--- config.mk ---
export PLATFORM = sky130hd
export DESIGN_NAME = mem_access
export DESIGN_NICKNAME = d
export VERILOG_FILES = /design/src/rtl/mem_access.sv
export SDC_FILE = /design/constraint.sdc
export NUM_CORES = 1
export LEC_CHECK = 0
export CAP_MARGIN = 20
export CORE_MARGIN = 10
export CORE_UTILIZATION = 47
export DETAILED_ROUTE_END_ITERATION = 16
export PLACE_DENSITY = 0.94
export SYNTH_ARGS = -nofsm -noshare
export SYNTH_HDL_FRONTEND = slang
export SYNTH_SLANG_ARGS = --single-unit
--- constraint.sdc ---
create_clock -name clk -period 5.02 [get_ports clk]
set_clock_uncertainty 0.2 [all_clocks]
set_input_delay 1.255 -clock clk [delete_from_list [all_inputs] [get_ports clk]]
set_output_delay 1.255 -clock clk [all_outputs]
set_load 0.03 [all_outputs]
--- src/rtl/mem_access.sv ---
// Memory-stage data access: drives a wait-state data bus, aligns load data,
// and stalls the upstream pipeline until the bus transaction finishes.
module mem_access #(
    parameter int TIMEOUT = 16
) (
    input  logic        clk,
    input  logic        rst_n,
    input  logic        MemRead_MEM,
    input  logic        MemWrite_MEM,
    input  logic [1:0]  MemSize_MEM,
    input  logic        MemSigned_MEM,
    input  logic [31:0] AluResult_MEM,
    input  logic [31:0] WriteData_MEM,
    input  logic        regWr_in,
    output logic        regWr_MEM,
    output logic [31:0] ReadMemData_MEM,
    output logic        stall_MEM,
    output logic        misalign_err,
    output logic        bus_err,
    output logic        mem_req,
    output logic        mem_we,
    output logic [31:0] mem_addr,
    output logic [3:0]  mem_be,
    output logic [31:0] mem_wdata,
    input  logic [31:0] mem_rdata,
    input  logic        mem_ack
);

    localparam int CW = (TIMEOUT > 2) ? $clog2(TIMEOUT) : 1;

    typedef enum logic [1:0] {
        IDLE,
        REQ,
        DONE
    } state_t;

    state_t        state;
    logic [CW-1:0] cnt;
    logic [31:0]   rdata_q;

    logic        access;
    logic        is_byte;
    logic        is_half;
    logic        misaligned;
    logic        go;
    logic [1:0]  lane;
    logic [31:0] sh;
    logic [3:0]  be_c;
    logic [31:0] wdata_c;
    logic [31:0] load_c;

    assign lane       = AluResult_MEM[1:0];
    assign access     = MemRead_MEM | MemWrite_MEM;
    assign is_byte    = (MemSize_MEM == 2'b00);
    assign is_half    = (MemSize_MEM == 2'b01);
    assign misaligned = (is_half & lane[0])
                      | (!is_byte & !is_half & (lane != 2'b00));
    assign go         = access & !misaligned;

    always_comb begin
        sh      = mem_rdata >> {lane, 3'b000};
        be_c    = 4'b1111;
        wdata_c = WriteData_MEM;
        load_c  = mem_rdata;
        if (is_byte) begin
            be_c    = 4'b0001 << lane;
            wdata_c = {4{WriteData_MEM[7:0]}};
            load_c  = {{24{MemSigned_MEM & sh[7]}}, sh[7:0]};
        end else if (is_half) begin
            be_c    = 4'b0011 << lane;
            wdata_c = {2{WriteData_MEM[15:0]}};
            load_c  = {{16{MemSigned_MEM & sh[15]}}, sh[15:0]};
        end
    end

    // Gated by rst_n so the pipeline is released the moment reset asserts.
    assign stall_MEM = rst_n & (((state == IDLE) & go) | (state == REQ));
    assign misalign_err = rst_n & (state == IDLE) & access & misaligned;
    assign regWr_MEM = regWr_in & !stall_MEM & !misalign_err & !bus_err;
    assign ReadMemData_MEM = rdata_q;

    always_ff @(posedge clk or negedge rst_n) begin
        if (!rst_n) begin
            state     <= IDLE;
            cnt       <= '0;
            rdata_q   <= '0;
            bus_err   <= 1'b0;
            mem_req   <= 1'b0;
            mem_we    <= 1'b0;
            mem_addr  <= '0;
            mem_be    <= '0;
            mem_wdata <= '0;
        end else begin
            bus_err <= 1'b0;
            unique case (state)
                IDLE: begin
                    if (go) begin
                        state     <= REQ;
                        cnt       <= '0;
                        mem_req   <= 1'b1;
                        mem_we    <= MemWrite_MEM;
                        mem_addr  <= {AluResult_MEM[31:2], 2'b00};
                        mem_be    <= be_c;
                        mem_wdata <= wdata_c;
                    end
                end
                REQ: begin
                    if (mem_ack) begin
                        if (!mem_we) rdata_q <= load_c;
                        mem_req <= 1'b0;
                        state   <= DONE;
                    end else if (cnt == CW'(TIMEOUT - 1)) begin
                        rdata_q <= '0;
                        mem_req <= 1'b0;
                        bus_err <= 1'b1;
                        state   <= DONE;
                    end else begin
                        cnt <= cnt + 1'b1;
                    end
                end
                DONE: state <= IDLE;
                default: state <= IDLE;
            endcase
        end
    end

endmodule

==> results.sh <==
export IMPL_ys_ff_latch=107
export IMPL_drt_iter0_drc=342
export IMPL_rsz0062_at_grt="false"
export IMPL_max_slew_margin_rel=0.309
export IMPL_timing_rr_end="mem_addr[21]"
export IMPL_layout_drive_gt1_share=0.123
export IMPL_fin_tns_setup_ns=0
export IMPL_final_min_clock_period_ns=4.77
export IMPL_vias_per_cell=5.68
export IMPL_dp_cells=763
export IMPL_layout_nets=749
export IMPL_synthesis_area_um2=5100
export IMPL_worst_pin_slew_ns=1.03
export IMPL_status="completed"
export IMPL_antenna_found_initial=0
export IMPL_numPortBuffers=208
export IMPL_final_cells=780
export IMPL_grt_pass1_wl_um=25400
export IMPL_critPathCaptureType="output port"
export IMPL_p_leak_nw=3.19
export IMPL_fin_hold_ws_ns=0.294
export IMPL_place_congestion=0.867
export IMPL_cts_hold_buf=0
export IMPL_required_ns=3.57
export IMPL_path_buf_inv=2
export IMPL_hp_class="register to register"
export IMPL_r2r_setup_slack_ns=2.82
export IMPL_min_delay_start="mem_wdata[26]"
export IMPL_hold_depth=2
export IMPL_critPathArrivalTime_ns=3.32
export IMPL_core_area_um2=10500
export IMPL_synthToLayoutAreaGrowth_pct=46.6
export IMPL_grt_total_usage=0.209
export IMPL_cts_setup_buffers=0
export IMPL_final_max_slew_viol_count=0
export IMPL_clkTransAtPathRegs_ns=0.09
export IMPL_p_sw_w=0.00196
export IMPL_finish_utilization=0.715
export IMPL_diodes=0
export IMPL_cts_buffers=9
export IMPL_crit_family="buffers and inverters"
export IMPL_drt_pass1_iterations=5
export IMPL_yosys_warnings=0
export IMPL_max_cap_violations=0
export IMPL_synthCells=443
export IMPL_cts_tree="done"
export IMPL_grt_max_degree=100
export IMPL_cts_root_buf="clkbuf_8"
export IMPL_crit_cells=6
export IMPL_chipWidth_um=124
export IMPL_combPwrFrac=0.548
export IMPL_cp_cell_sequence="clkdlybuf4s50_1 > or2_2 > and2_1 > o21ai_0 > and3b_1 > clkdlybuf4s50_1"
export IMPL_grt_pass1_vias=4658
export IMPL_worstPathMaxFanout=4
export IMPL_overflow=0
export IMPL_min_period_over_period=0.951
export IMPL_dp_hpwl_um=12900
export IMPL_synth_avg_cell_area_um2=11.5
export IMPL_std_cell_rows=37
export IMPL_yosysSeqAreaShare=0.525
export IMPL_setup_viol=0
export IMPL_cpPeakStageDelay_ns=0.71
export IMPL_max_freq_mhz=209
export IMPL_cts_htree_levels=3
export IMPL_ir_drop_mv=0.375
export IMPL_worst_skew_pair_late_latency_ns=0.36
export IMPL_p_int_w=0.00267
export IMPL_switching_share=0.424
export IMPL_cp_start_kind="primary input"
export IMPL_drc=0
export IMPL_cellPowerDensity_nw_per_um2=619
export IMPL_cts_sinks=107
export IMPL_die_y_um=124
export IMPL_crit_top_cell="clkdlybuf4s50_1"
export IMPL_design_die_area_um2=15400
export IMPL_hold_violations=0
export IMPL_synth_cell_types=54
export IMPL_routed_wl_um=16700
export IMPL_rr_startpoint="state[0]"
export IMPL_post_cts_resized=0
export IMPL_ant_nets=0
export IMPL_hold_path_end="mem_wdata[26]"
export IMPL_critPathKind="primary input to output port"
export IMPL_via_count=4430
export IMPL_worstRegToRegCells=4
export IMPL_io_pins=211
export IMPL_start_util=0.488
export IMPL_clockPowerShare=0.125
export IMPL_clock_path_buffers=2
export IMPL_slowest_stage="clkdlybuf4s50_1"
export IMPL_detail_route_wl_per_cell_um=21.4
export IMPL_p_seq_frac=0.326
==> Yosys cell counts (all sizes together) <==
master   instances  share of area
a21oi           17          0.018
o2bb2ai          1         0.0017
and3             6         0.0074
a211oi           2         0.0029
mux2i           32          0.063
o221ai           1         0.0017
nor3b            2         0.0039
o2111ai          1         0.0029
o21ai           43          0.042
dfrtp          107           0.52
ha               5          0.012
a221oi           7          0.012
o22ai            8         0.0098
mux4             2         0.0096
nor3             3         0.0052
or2              1         0.0012
a21boi           2         0.0029
mux2            40          0.088
and3b            1         0.0017
a22oi            8          0.012
a211o            3         0.0052
nand2b           2         0.0039
nand3            6         0.0069
nand3b           2         0.0029
inv              7         0.0052
a221o           16          0.032
nand2           43          0.032
nor2b            7         0.0086
and2             3         0.0037
buf             22          0.027
conb             1        0.00074
o311ai           1         0.0017
or3b             2         0.0034
xnor2            2         0.0034
o221a            1         0.0022
nor2            17          0.015
o21a             1         0.0015
a22o             7          0.012
and4bb           1         0.0025
clkbuf          10         0.0074
==> registers in the layout, summed over array words and instances (netlist names) <==
| register | cells |
|---|---|
| mem_req | 1 |
| mem_we | 1 |
| mem_be | 4 |
| cnt | 4 |
| bus_err | 1 |
| mem_wdata | 32 |
| state | 2 |
| mem_addr | 30 |
| ReadMemData_MEM | 32 |
==> layout make-up <==
cell class | instances | area [um^2]
fillers | 750 | 2980
flip-flops and latches | 107 | 2680
inverters | 7 | 26.3
repair buffers | 216 | 2150
clock buffers | 11 | 131
well taps | 136 | 170
clock inverters | 5 | 86.3
multi-input cells | 298 | 2240
==> layout by cell type (no fill, tap or decap), types with 4 or more instances in the layout <==
cell type	instances
mux2i_1	32
nand2_1	43
a221o_1	13
clkdlybuf4s50_1	204
buf_4	9
dfrtp_1	107
nor2_1	14
a22oi_1	8
a21oi_1	15
mux2_2	36
clkbuf_8	9
a22o_1	7
and3_1	6
inv_1	7
o21ai_0	43
o22ai_1	8
a221oi_1	7
ha_1	5
nand3_1	5
nor2b_1	7
mux2_1	4
==> cells by family after synthesis <==
kind of cell / after synthesis / share of synthesized area
XOR/XNOR: 2 / 0.00343
AND/OR/NAND/NOR: 96 / 0.0979
adder cells (fa/ha/maj): 5 / 0.0123
AO/OA/AOI/OAI: 119 / 0.161
flip-flops: 107 / 0.525
buffers and inverters: 39 / 0.0392
other: 1 / 0.000735
multiplexers: 74 / 0.161
==> worst max-delay path by stage <==
| stage | from | to | slack (ns) |
|---|---|---|---|
| 6_report | MemWrite_MEM | regWr_MEM | 0.25 |
| 3_3_place_gp | MemWrite_MEM | regWr_MEM | 0.29 |
| 2_1_floorplan | AluResult_MEM[1] | stall_MEM | 0.38 |
| 4_1_cts | MemWrite_MEM | regWr_MEM | 0.24 |
| 5_1_grt | MemWrite_MEM | regWr_MEM | 0.15 |
| 3_5_place_dp | MemWrite_MEM | regWr_MEM | 0.24 |
==> worst reg2reg max path, stage by stage (launching register included) <==
cell       delay, ns
dfrtp_1         0.42
nor2_1          0.11
o2111ai_4       0.08
buf_4           0.75
mux2_2          0.53
==> layer usage <==
| layer | vias up | GRT usage | part of all wire |
|---|---|---|---|
| met3 | 31 | 0.0692 | 0.10 |
| met5 | - | 0 | 0 |
| met4 | 0 | 0.0583 | 0.021 |
| li1 | 2009 | - | - |
| met1 | 2168 | 0.254 | 0.38 |
| met2 | 222 | 0.348 | 0.50 |
==> stage by stage <==
stage          power (W)  instance area (um^2)  setup slack (ns)
2_1_floorplan    0.00292                  5100             0.380
3_3_place_gp     0.00399                  7250             0.292
3_5_place_dp     0.00409                  7250             0.243
4_1_cts          0.00467                  7460             0.244
5_1_grt          0.00488                  7480             0.148
6_report         0.00463                  7480             0.247
==> power groups by stage <==
stage | logic, W | clock network [W] | registers [W]
after detailed placement | 0.00256 | 0 | 0.00153
after CTS | 0.00257 | 0.000593 | 0.00151
after global placement | 0.00250 | 0 | 0.00149
after global routing | 0.00269 | 0.000631 | 0.00156
after floorplan | 0.000646 | 0 | 0.00228
final | 0.00254 | 0.000581 | 0.00151
(Power assumes the default switching activity.)
